--- config.mk ---
export PLATFORM = sky130hd
export DESIGN_NAME = mod_count_sequencer
export DESIGN_NICKNAME = d
export VERILOG_FILES = /design/src/rtl/mod_count_sequencer.sv
export SDC_FILE = /design/constraint.sdc
export NUM_CORES = 1
export LEC_CHECK = 0
export BUFFER_PORTS_ARGS = -buffer_cell sky130_fd_sc_hd__buf_2
export CAP_MARGIN = 20
export CORE_MARGIN = 2
export CORE_UTILIZATION = 32
export CTS_BUF_LIST = sky130_fd_sc_hd__clkbuf_8
export DETAILED_ROUTE_END_ITERATION = 16
export PLACE_DENSITY = 0.63
export SETUP_SLACK_MARGIN = 0.15
export SYNTH_ARGS = -nofsm -noshare
export SYNTH_HDL_FRONTEND = slang
export SYNTH_SLANG_ARGS = --single-unit
--- constraint.sdc ---
create_clock -name clk -period 2.1 [get_ports clk]
set_clock_uncertainty 0.05 [all_clocks]
set_input_delay 0.21 -clock clk [delete_from_list [all_inputs] [get_ports clk]]
set_output_delay 0.21 -clock clk [all_outputs]
set_load 0.01 [all_outputs]
--- src/rtl/mod_count_sequencer.sv ---
// mod_count_sequencer
//   Runs a modulo-MOD counter for a requested number of full passes, then
//   emits a one-cycle done pulse and returns to IDLE.
//
// Parameters
//   counter modulus MOD (2..256)
//   pass-request width PASS_W
//
// Ports
//   clk       in   rising-edge clock
//   reset     in   synchronous active-high reset
//   start     in   request a run (sampled only in IDLE, ignored when passes==0)
//   passes    in   number of full passes to run, latched with start
//   pause     in   hold the count while high (RUN -> HOLD)
//   abort     in   cancel the run and return to IDLE (wins over pause)
//   Q         out  current count, 0..MOD-1
//   tc        out  terminal-count strobe (combinational)
//   pass_cnt  out  completed passes in the current/last run
//   busy      out  high in RUN or HOLD
//   done      out  one-cycle completion pulse (DONE state)
module mod_count_sequencer #(
  parameter  int MOD    = 11,
  parameter  int PASS_W = 4,
  localparam int BITS   = $clog2(MOD)
) (
  input  logic              clk,
  input  logic              reset,
  input  logic              start,
  input  logic [PASS_W-1:0] passes,
  input  logic              pause,
  input  logic              abort,
  output logic [BITS-1:0]   Q,
  output logic              tc,
  output logic [PASS_W-1:0] pass_cnt,
  output logic              busy,
  output logic              done
);

  typedef enum logic [1:0] {
    S_IDLE = 2'd0,
    S_RUN  = 2'd1,
    S_HOLD = 2'd2,
    S_DONE = 2'd3
  } state_t;

  localparam logic [BITS-1:0] Q_MAX = BITS'(MOD - 1);

  state_t            state_q;
  logic [BITS-1:0]   q_q;
  logic [PASS_W-1:0] pass_cnt_q;
  logic [PASS_W-1:0] pass_tgt_q;
  logic              busy_q;
  logic              done_q;

  logic              at_max;
  logic [PASS_W-1:0] pass_inc;

  assign at_max   = (q_q == Q_MAX);
  // Compared against the target rather than target-1 so a request of
  // 2^PASS_W-1 passes finishes without the target wrapping.
  assign pass_inc = pass_cnt_q + 1'b1;

  assign tc       = (state_q == S_RUN) && at_max && !pause && !abort;
  assign Q        = q_q;
  assign pass_cnt = pass_cnt_q;
  assign busy     = busy_q;
  assign done     = done_q;

  always_ff @(posedge clk) begin
    if (reset) begin
      state_q    <= S_IDLE;
      q_q        <= '0;
      pass_cnt_q <= '0;
      pass_tgt_q <= '0;
      busy_q     <= 1'b0;
      done_q     <= 1'b0;
    end else begin
      case (state_q)
        S_IDLE: begin
          done_q <= 1'b0;
          // pass_cnt keeps its last value here until a new run is accepted
          if (start && (passes != '0)) begin
            pass_tgt_q <= passes;
            q_q        <= '0;
            pass_cnt_q <= '0;
            busy_q     <= 1'b1;
            state_q    <= S_RUN;
          end
        end

        S_RUN: begin
          if (abort) begin
            q_q        <= '0;
            pass_cnt_q <= '0;
            busy_q     <= 1'b0;
            state_q    <= S_IDLE;
          end else if (pause) begin
            // Count is frozen on the entry edge itself
            state_q <= S_HOLD;
          end else if (at_max) begin
            q_q        <= '0;
            pass_cnt_q <= pass_inc;
            if (pass_inc == pass_tgt_q) begin
              busy_q  <= 1'b0;
              done_q  <= 1'b1;
              state_q <= S_DONE;
            end
          end else begin
            q_q <= q_q + 1'b1;
          end
        end

        S_HOLD: begin
          if (abort) begin
            q_q        <= '0;
            pass_cnt_q <= '0;
            busy_q     <= 1'b0;
            state_q    <= S_IDLE;
          end else if (!pause) begin
            // Resume without counting: the one-cycle bubble
            state_q <= S_RUN;
          end
        end

        S_DONE: begin
          done_q  <= 1'b0;
          state_q <= S_IDLE;
        end

        default: begin
          q_q     <= '0;
          busy_q  <= 1'b0;
          done_q  <= 1'b0;
          state_q <= S_IDLE;
        end
      endcase
    end
  end

endmodule

==> results.py <==
metrics = {
    "pwr": {
        "power.switching_uw": 258,
        "power_density_nw_per_um2": 674,
        "p_comb_share_pct": 27.7,
        "p_int_uw": 613,
        "p_clk_share_pct": 32.2,
        "p_sw_share_pct": 29.6,
        "pwr-share-seq_pct": 40.1,
        "power.total_uw": 871,
        "ir_drop_v": 0.000287,
        "power.leakage_nw": 0.548,
    },
    "floorplanning": {
        "io-pin-count": 20,
        "coreArea_sq_um": 3030,
        "rows": 20,
        "die_x_um": 60.4,
        "dieHeight_um": 60.4,
        "start_util_pct": 33.6,
        "die_area_sq_um": 3650,
    },
    "global_routing": {
        "grt_usage_pct": 12.5,
        "busiest_layer": "met2",
        "grt_overflow": 0,
        "grt_pass1_wl_mm": 3.30,
        "antenna_found_initial": 0,
        "met3_usage_pct": 3.84,
        "met1_usage_pct": 12.8,
        "grt_max_degree": 22,
        "grt_pass1_vias": 786,
        "gr-usage-met2_pct": 22.0,
    },
    "layout": {
        "multi_input_area_sq_um": 686,
        "fillers": 295,
        "drive_gt1_share_pct": 36.1,
        "seqCellArea_sq_um": 329,
        "instances_no_fill": 177,
        "syn_to_final_growth_pct": 27.1,
        "finish.instance_area_sq_um": 1290,
        "nets": 151,
        "fin_util_pct": 42.7,
        "n_antenna_cell": 0,
    },
    "setup_path": {
        "path_cells": "ha_1 -> xnor2_1 -> xnor2_1 -> nor4_4 -> o31ai_2 -> mux2_2",
        "cp.required_ns": 2.20,
        "startpoint_type": "register",
        "crit_path_max_fanout": 6,
        "cp_slowest_cell": "mux2_2",
        "crit_start": "pass_cnt[0]",
        "r2r_start": "pass_cnt[0]",
        "crit_path_end_kind": "register",
        "critPathKind": "register to register",
        "crit_top_cell": "xnor2_1",
        "cpPeakStageDelay_ns": 0.37,
        "crit_arrival_ns": 1.97,
        "critPathBufInv": 0,
        "crit_family": "XOR/XNOR gates",
    },
    "clock_tree": {
        "clk_path_buf_depth": 2,
        "htreeDepth": 1,
        "clockRootBuffer": "clkbuf_8",
        "cts_buffers": 3,
        "path_clk_slew_ns": 0.06,
        "hold_buffers": 0,
        "clock_sinks": 16,
        "clk_latency_ns": 0.26,
        "cts_tree": "yes",
    },
    "synthesis": {
        "synth_flop_cell": "dfxtp_1",
        "synth-edff-count": 0,
        "yosys.area_share.simple_pct": 18.5,
        "synth_warnings": 0,
        "synth_compound_area_share_pct": 19.2,
        "seq_area_frac_synth_pct": 31.5,
        "synth_top_cell_by_area": "dfxtp_1",
        "syn_avg_cell_area_sq_um": 9.33,
        "synth_area_sq_um": 1020,
        "synth_top_family_by_area": "compound AO/OA/AOI/OAI gates",
        "yosysMostFrequentCell": "dfxtp_1",
        "synth_adder_area_share_pct": 9.84,
        "synth_mux_area_share_pct": 5.17,
        "async_flop_share_pct": 0,
        "yosysTopAreaCellShare_pct": 31.5,
        "synth_cell_types": 34,
        "ys_top_cells_by_area": "dfxtp_1 31%, ha_1 9.8%, xnor2_1 4.3%",
        "synthXorXnorAreaFrac_pct": 7.75,
        "ys_ff_latch": 16,
        "synth_nets": 126,
        "synthTopCellsByCount": "16 x dfxtp_1, 11 x nand2_1, 9 x inv_1, 9 x nor2_1, 8 x ha_1",
        "syn_inst": 109,
    },
    "run": {
        "drv_cap": 0,
    },
    "placement": {
        "dpl_worst_slack_ns": -0.00197,
        "port-buffer-count": 19,
        "place.gp.congestion": 0.822,
        "dpl_cell_area_sq_um": 1200,
        "place_inst": 172,
        "hpwl_mm": 1.57,
    },
    "detailed_routing": {
        "ant_nets": 0,
        "drc_errors": 0,
        "vias": 831,
        "wire_per_inst_um": 11.5,
        "via_per_inst": 4.69,
        "drt_iter0_drc": 18,
        "routed_wl_mm": 2.04,
        "first_pass_iters": 4,
    },
    "min_path": {
        "worstHoldStart": "passes[2]",
        "min_path_type": "input port to register",
    },
    "sta": {
        "period_minus_slack_ns": 1.87,
        "max_freq_ghz": 0.535,
        "tightest_slew_ns": 0.435,
        "fin_crit_sh_pct": 89.0,
        "final_hold_viol_count": 0,
        "hold-worst-slack_ns": 0.179,
        "slew_violations": 0,
        "tns_ns": 0,
        "rsz0062_at_grt": "true",
        "slew_headroom_pct": 70.9,
        "worst_slack_ns": 0.231,
        "setup_violations": 0,
    },
    "outcome": {
        "outcome": "finished clean",
    },
}
## per-layer routing
layer / part of all wire (%) / wire, um
met5: 0 / 0
met4: 2.5 / 50
met3: 3.0 / 62
met2: 48 / 977
met1: 47 / 950
## cell families after synthesis
logic type / after synthesis
and+or+nand+nor: 40
AOI/OAI and AO/OA: 19
DFF: 16
buffers and inverters: 12
xor gates and xnor gates: 9
adders and majority gates: 8
muxes: 5
## placed cells by master, fill, tap and decap left out, types with 2 or more instances in the layout
cell type / instances
a211o_2: 2
a21oi_1: 6
buf_2: 19
buf_4: 3
clkbuf_8: 4
dfxtp_1: 13
dfxtp_4: 2
ha_1: 5
ha_4: 3
inv_1: 7
inv_4: 2
mux2_2: 2
mux2i_1: 3
nand2_1: 11
nand2b_1: 2
nand3_1: 5
nor2_1: 9
nor2b_1: 2
nor3_1: 6
o41ai_2: 2
xnor2_1: 5
xor2_1: 4
## registers in the layout, indices dropped and copies added (netlist names)
name,cells
pass_tgt_q,4
pass_cnt,4
done,1
Q,4
state_q,2
busy,1
## layout make-up
cell class | count | share of cell area [%]
multi-input combinational | 81 | 53.0
sequential | 16 | 25.5
timing repair buffer | 23 | 9.97
clock buffer | 4 | 4.26
tap | 44 | 4.26
inverter | 9 | 3.00
## worst register-to-register path, cell delays in order, from the launching register on
cell     delay, ns
dfxtp_2       0.35
ha_1          0.22
xnor2_1       0.14
xnor2_1       0.25
nor4_4        0.10
o31ai_2       0.27
mux2_2        0.38
## power groups by stage
stage          registers (mW)  logic (mW)  clock network (mW)
6_report                0.349       0.241               0.280
5_1_grt                 0.352       0.266               0.298
4_1_cts                 0.350       0.233               0.287
2_1_floorplan           0.360       0.176                   0
3_3_place_gp            0.356       0.224                   0
3_5_place_dp            0.356       0.229                   0
## worst paths after layout
| path | endpoint | slack (ns) | cells after the start |
|---|---|---|---|
| setup / recovery | state_q[1] | 0.23 | 6 |
| hold / removal | pass_tgt_q[2] | 0.18 | 3 |
| setup reg to reg | state_q[1] | 0.23 | 6 |
| hold reg to reg | pass_tgt_q[1] | 0.42 | 2 |
## what timing repair did
action	CTS	global route
pin swaps	1	1
buffers inserted	0	1
gates resized for setup	2	4
endpoints found under the setup margin	3	5
No activity file was read; power rests on OpenSTA's default activity.
